==> src/rtl/encoder_1hot_8to3_serial.sv <==
// Serialising 8-to-3 one-hot encoder: turns an accepted 8-bit vector into one
// binary index per set bit, lowest first, with valid/ready on both sides.
module encoder_1hot_8to3_serial #(
    parameter bit ERR_ON_MULTI = 1'b0
) (
    input  logic       clk,
    input  logic       reset,
    input  logic [7:0] in,
    input  logic       in_valid,
    output logic       in_ready,
    output logic [2:0] f,
    output logic       f_valid,
    input  logic       f_ready,
    output logic       f_last,
    output logic       err,
    output logic       dbg_state
);

    // Handshakes: a transfer happens on a rising edge where valid && ready are
    // both high; a producer holds its payload stable while valid && !ready.

    typedef enum logic {
        IDLE = 1'b0,
        EMIT = 1'b1
    } state_t;

    state_t     state_q, state_d;
    logic [7:0] pending_q, pending_d;
    logic [2:0] f_q, f_d;
    logic       f_valid_q, f_valid_d;
    logic       f_last_q, f_last_d;
    logic       err_q, err_d;

    logic [7:0] remaining;
    logic       in_zero;
    logic       in_multi;

    function automatic logic [2:0] lowest_idx(input logic [7:0] v);
        lowest_idx = 3'd0;
        for (int i = 7; i >= 0; i--) begin
            if (v[i]) begin
                lowest_idx = i[2:0];
            end
        end
    endfunction

    function automatic logic [3:0] popcount(input logic [7:0] v);
        popcount = 4'd0;
        for (int i = 0; i < 8; i++) begin
            popcount = popcount + {3'd0, v[i]};
        end
    endfunction

    assign remaining = pending_q & ~(8'h01 << f_q);
    assign in_zero   = (in == 8'h00);
    assign in_multi  = (popcount(in) > 4'd1);

    always_comb begin
        state_d   = state_q;
        pending_d = pending_q;
        f_d       = f_q;
        f_valid_d = f_valid_q;
        f_last_d  = f_last_q;
        err_d     = 1'b0;

        case (state_q)
            IDLE: begin
                if (in_valid) begin
                    if (in_zero || (ERR_ON_MULTI && in_multi)) begin
                        err_d = 1'b1;
                    end else begin
                        state_d   = EMIT;
                        pending_d = in;
                        f_d       = lowest_idx(in);
                        f_valid_d = 1'b1;
                        f_last_d  = !in_multi;
                    end
                end
            end
            EMIT: begin
                if (f_ready) begin
                    if (f_last_q) begin
                        state_d   = IDLE;
                        pending_d = 8'h00;
                        f_d       = 3'd0;
                        f_valid_d = 1'b0;
                        f_last_d  = 1'b0;
                    end else begin
                        // Present the next-lowest bit straight from the cleared mask.
                        pending_d = remaining;
                        f_d       = lowest_idx(remaining);
                        f_last_d  = (popcount(remaining) == 4'd1);
                    end
                end
            end
            default: begin
                state_d   = IDLE;
                pending_d = 8'h00;
                f_d       = 3'd0;
                f_valid_d = 1'b0;
                f_last_d  = 1'b0;
            end
        endcase
    end

    always_ff @(posedge clk or posedge reset) begin
        if (reset) begin
            state_q   <= IDLE;
            pending_q <= 8'h00;
            f_q       <= 3'd0;
            f_valid_q <= 1'b0;
            f_last_q  <= 1'b0;
            err_q     <= 1'b0;
        end else begin
            state_q   <= state_d;
            pending_q <= pending_d;
            f_q       <= f_d;
            f_valid_q <= f_valid_d;
            f_last_q  <= f_last_d;
            err_q     <= err_d;
        end
    end

    assign in_ready  = (state_q == IDLE);
    assign f         = f_q;
    assign f_valid   = f_valid_q;
    assign f_last    = f_last_q;
    assign err       = err_q;
    assign dbg_state = state_q;

endmodule
==> config.mk <==
export PLATFORM = sky130hd
export DESIGN_NAME = encoder_1hot_8to3_serial
export DESIGN_NICKNAME = d
export VERILOG_FILES = /design/src/rtl/encoder_1hot_8to3_serial.sv
export SDC_FILE = /design/constraint.sdc
export NUM_CORES = 1
export LEC_CHECK = 0
export CAP_MARGIN = 20
export CORE_ASPECT_RATIO = 0.7
export CORE_MARGIN = 5
export CORE_UTILIZATION = 29
export CTS_BUF_LIST = sky130_fd_sc_hd__clkbuf_8
export DETAILED_ROUTE_END_ITERATION = 10
export PLACE_DENSITY = 0.44
export SLEW_MARGIN = 20
export SYNTH_ARGS = -nofsm -noshare
export SYNTH_HDL_FRONTEND = slang
export SYNTH_SLANG_ARGS = --single-unit
==> constraint.sdc <==
create_clock -name clk -period 7.19 [get_ports clk]
set_input_delay 1.0785 -clock clk [delete_from_list [all_inputs] [get_ports clk]]
set_output_delay 1.0785 -clock clk [all_outputs]
set_load 0.005 [all_outputs]
==> impl_metrics.py <==
metrics = {
    "power": {
        "powerDensity_nw_per_um2": 409,
        "p_clk_share_pct": 10.5,
        "p_leak_nw": 0.724,
        "seqPwrFrac_pct": 26.6,
        "comb_power_share_pct": 62.9,
        "switching_share_pct": 47.4,
        "peakVddDrop_mv": 0.215,
        "intPower_uw": 355,
        "p_switching_uw": 320,
    },
    "worst_setup_path": {
        "critPathKind": "in2reg",
        "endpoint_kind": "flip-flop",
        "cp-start-kind": "primary input",
        "critPathMaxFanout": 6,
        "crit_required_ns": 7.30,
        "cp_data_arrival_time_ns": 4.50,
    },
    "die": {
        "die_h_um": 68.0,
        "die_area_sq_um": 6310,
        "dieWidth_um": 92.8,
        "rows": 21,
        "core-area_sq_um": 4700,
        "start_util_pct": 29.6,
        "io_pins": 20,
    },
    "sta": {
        "fin_crit_sh_pct": 61.1,
        "final.setup_skew_ns": 0.00448,
        "slew_headroom_pct": 50.1,
        "fin_tns_setup_ns": 0,
        "rsz0062_at_grt": "no",
        "hold_violations": 0,
        "layout_setup_ws_ns": 2.79,
        "max_freq_ghz": 0.227,
        "period_minus_slack_ns": 4.40,
        "setup_viol": 0,
        "slew_violations": 0,
        "worst_pin_slew_ns": 0.748,
    },
    "synthesis": {
        "ys_ff_latch": 15,
        "synth_top_family_by_area": "compound AO/OA/AOI/OAI gates",
        "synth-edff-count": 0,
        "synth_fa_ha_area_share_pct": 17.8,
        "ys_seq_area_share_pct": 27.0,
        "synth.distinct_cells": 47,
        "synth_compound_area_share_pct": 27.2,
        "synthCells": 159,
        "synth_xor_xnor_area_share_pct": 0,
        "yosys_warnings": 0,
        "syn_area_sq_um": 1390,
        "synth_fp_nets": 186,
        "avgSynthCellArea_sq_um": 8.75,
        "ys.flop_type": "dfrtp_1",
        "synth-simple-area-share_pct": 14.0,
        "synth.mux.area_fraction_pct": 3.87,
        "async_reset_ff_share_pct": 100,
    },
    "detailed_routing": {
        "drt-vias-per-instance": 5.16,
        "routed_wl_mm": 3.59,
        "drcViolationCount": 0,
        "vias": 1197,
        "drt_iter0_drc": 49,
        "dr.pass1.iters": 4,
        "ant_nets": 0,
        "wl_per_cell_um": 15.5,
    },
    "placement": {
        "dpl_worst_slack_ns": 2.52,
        "place_hpwl_mm": 2.89,
        "gp_congestion": 0.788,
        "placed_area_sq_um": 1610,
        "placed_cells": 228,
        "port_buffers": 19,
    },
    "global_route": {
        "gr-total-overflow": 0,
        "grt_pass1_vias": 1198,
        "grt_start_max_net_pins": 23,
        "antenna_found_initial": 0,
        "grt.total_usage_pct": 12.7,
        "grt_pass1_wl_mm": 6.23,
    },
    "clock_tree": {
        "cts_setup_buffers": 0,
        "clk_pin_slew_ns": 0.07,
        "cts_tree": "built",
        "cts-root-buf": "clkbuf_8",
        "cts_made_buffers": 3,
        "hold_buffers": 0,
        "cts_buffer_depth": 2,
        "insertion_delay_ns": 0.25,
        "cts_sinks": 15,
        "postCtsResizedCells": 0,
        "htree_levels": 1,
    },
    "final_layout": {
        "diodes": 0,
        "post-route-cell-area_sq_um": 1650,
        "regArea_sq_um": 375,
        "multi_input_area_sq_um": 875,
        "n_fill_cell": 489,
        "stdcell_count": 232,
        "final_core_util_pct": 35.1,
        "syn_to_final_growth_pct": 18.7,
        "layout.nets": 203,
        "drive_above_1_share_pct": 8.57,
    },
    "min_path": {
        "hp-class": "reg2reg",
    },
    "run": {
        "cap_violations": 0,
    },
    "outcome": {
        "status": "complete, no violations",
    },
}
[cells in the final DEF, fill, tap and decap left out, types with 2 or more instances in the layout]
cell,instances
o211ai_1,2
o21ai_1,8
fa_1,8
dfrtp_1,15
clkdlybuf4s50_1,19
ha_1,7
nand2b_1,2
a21boi_0,3
o22ai_1,3
mux2i_1,2
a41oi_1,2
a31oi_1,3
a211oi_1,3
o21ai_0,4
mux2_2,2
nand3_1,2
a22oi_1,7
inv_1,23
nand3b_1,2
clkbuf_8,3
a21oi_1,10
inv_2,2
nand2_1,12
nor2b_1,2
nor2_1,8
[cells in the mapped netlist, types with 3 or more instances]
| cell type | number | area (sq um) |
|---|---|---|
| a22oi_1 | 7 | 52.6 |
| o22ai_1 | 3 | 18.8 |
| buf_4 | 3 | 22.5 |
| o21ai_0 | 4 | 20.0 |
| fa_1 | 8 | 160 |
| a21boi_0 | 3 | 22.5 |
| nor2_1 | 8 | 30.0 |
| a31oi_1 | 3 | 18.8 |
| a211oi_1 | 3 | 22.5 |
| nand2_1 | 12 | 45.0 |
| a21oi_1 | 10 | 50.1 |
| ha_1 | 7 | 87.6 |
| inv_1 | 23 | 86.3 |
| dfrtp_1 | 15 | 375 |
| o21ai_1 | 8 | 40.0 |
[per-stage QoR]
step	hold WS [ns]	power [mW]
after floorplan	0.482	0.479
after global placement	0.494	0.601
after detailed placement	0.509	0.609
after CTS	0.527	0.687
after global routing	0.583	0.758
final	0.519	0.675
[power by group through the flow]
stage / Combinational (mW) / Sequential, mW / Clock, mW
final: 0.425 / 0.179 / 0.0709
after global routing: 0.489 / 0.191 / 0.0779
after CTS: 0.433 / 0.179 / 0.0745
after detailed placement: 0.428 / 0.181 / 0
after global placement: 0.420 / 0.181 / 0
after floorplan: 0.331 / 0.148 / 0
[state kept, by name (all words and copies together), names as in the netlist]
name	count
dbg_state	1
f_valid	1
f_last	1
f	3
err	1
pending_q	8
[logic make-up after synthesis]
| family | Yosys count |
|---|---|
| and+or+nand+nor | 36 |
| DFF | 15 |
| buffers and inverters | 32 |
| adders and majority gates | 15 |
| muxes | 5 |
| AOI/OAI and AO/OA | 56 |
[worst paths after layout]
kind / start / to / slack [ns] / depth (start not counted)
max: in[0] / f_last / 2.79 / 13
min: f_valid / f_valid / 0.52 / 2
max reg2reg: f[2] / f_last / 3.29 / 14
min reg2reg: f_valid / f_valid / 0.52 / 2
max in group asynchronous: reset / pending_q[5] / 5.56 / 2
min in group asynchronous: reset / f[2] / 1.21 / 2
[worst max-delay path: stages]
cell and delay [ns]:
clkdlybuf4s50_1 0.52, fa_1 0.59, inv_1 0.06, fa_1 0.49, fa_1 0.41, inv_1 0.07
ha_1 0.16, inv_1 0.06, fa_1 0.37, mux2_2 0.26, and3_1 0.17, a41oi_1 0.16
o21ai_1 0.08
[per-layer routing]
metal | vias to the layer above | track usage (%) | wire length (um)
li1 | 597 | - | -
met1 | 571 | 18.8 | 1890
met2 | 25 | 18.5 | 1460
met3 | 4 | 3.96 | 213
met4 | 0 | 1.46 | 23
met5 | - | 0 | 0
[layout make-up]
cell class	instances	area share, %
Multi-Input combinational cell	112	53.0
Clock inverter	1	0.303
Tap cell	57	4.32
Inverter	25	5.68
Sequential cell	15	22.7
Timing Repair Buffer	19	11.5
Clock buffer	3	2.50
Note: power is estimated with default switching activity, not from simulation.
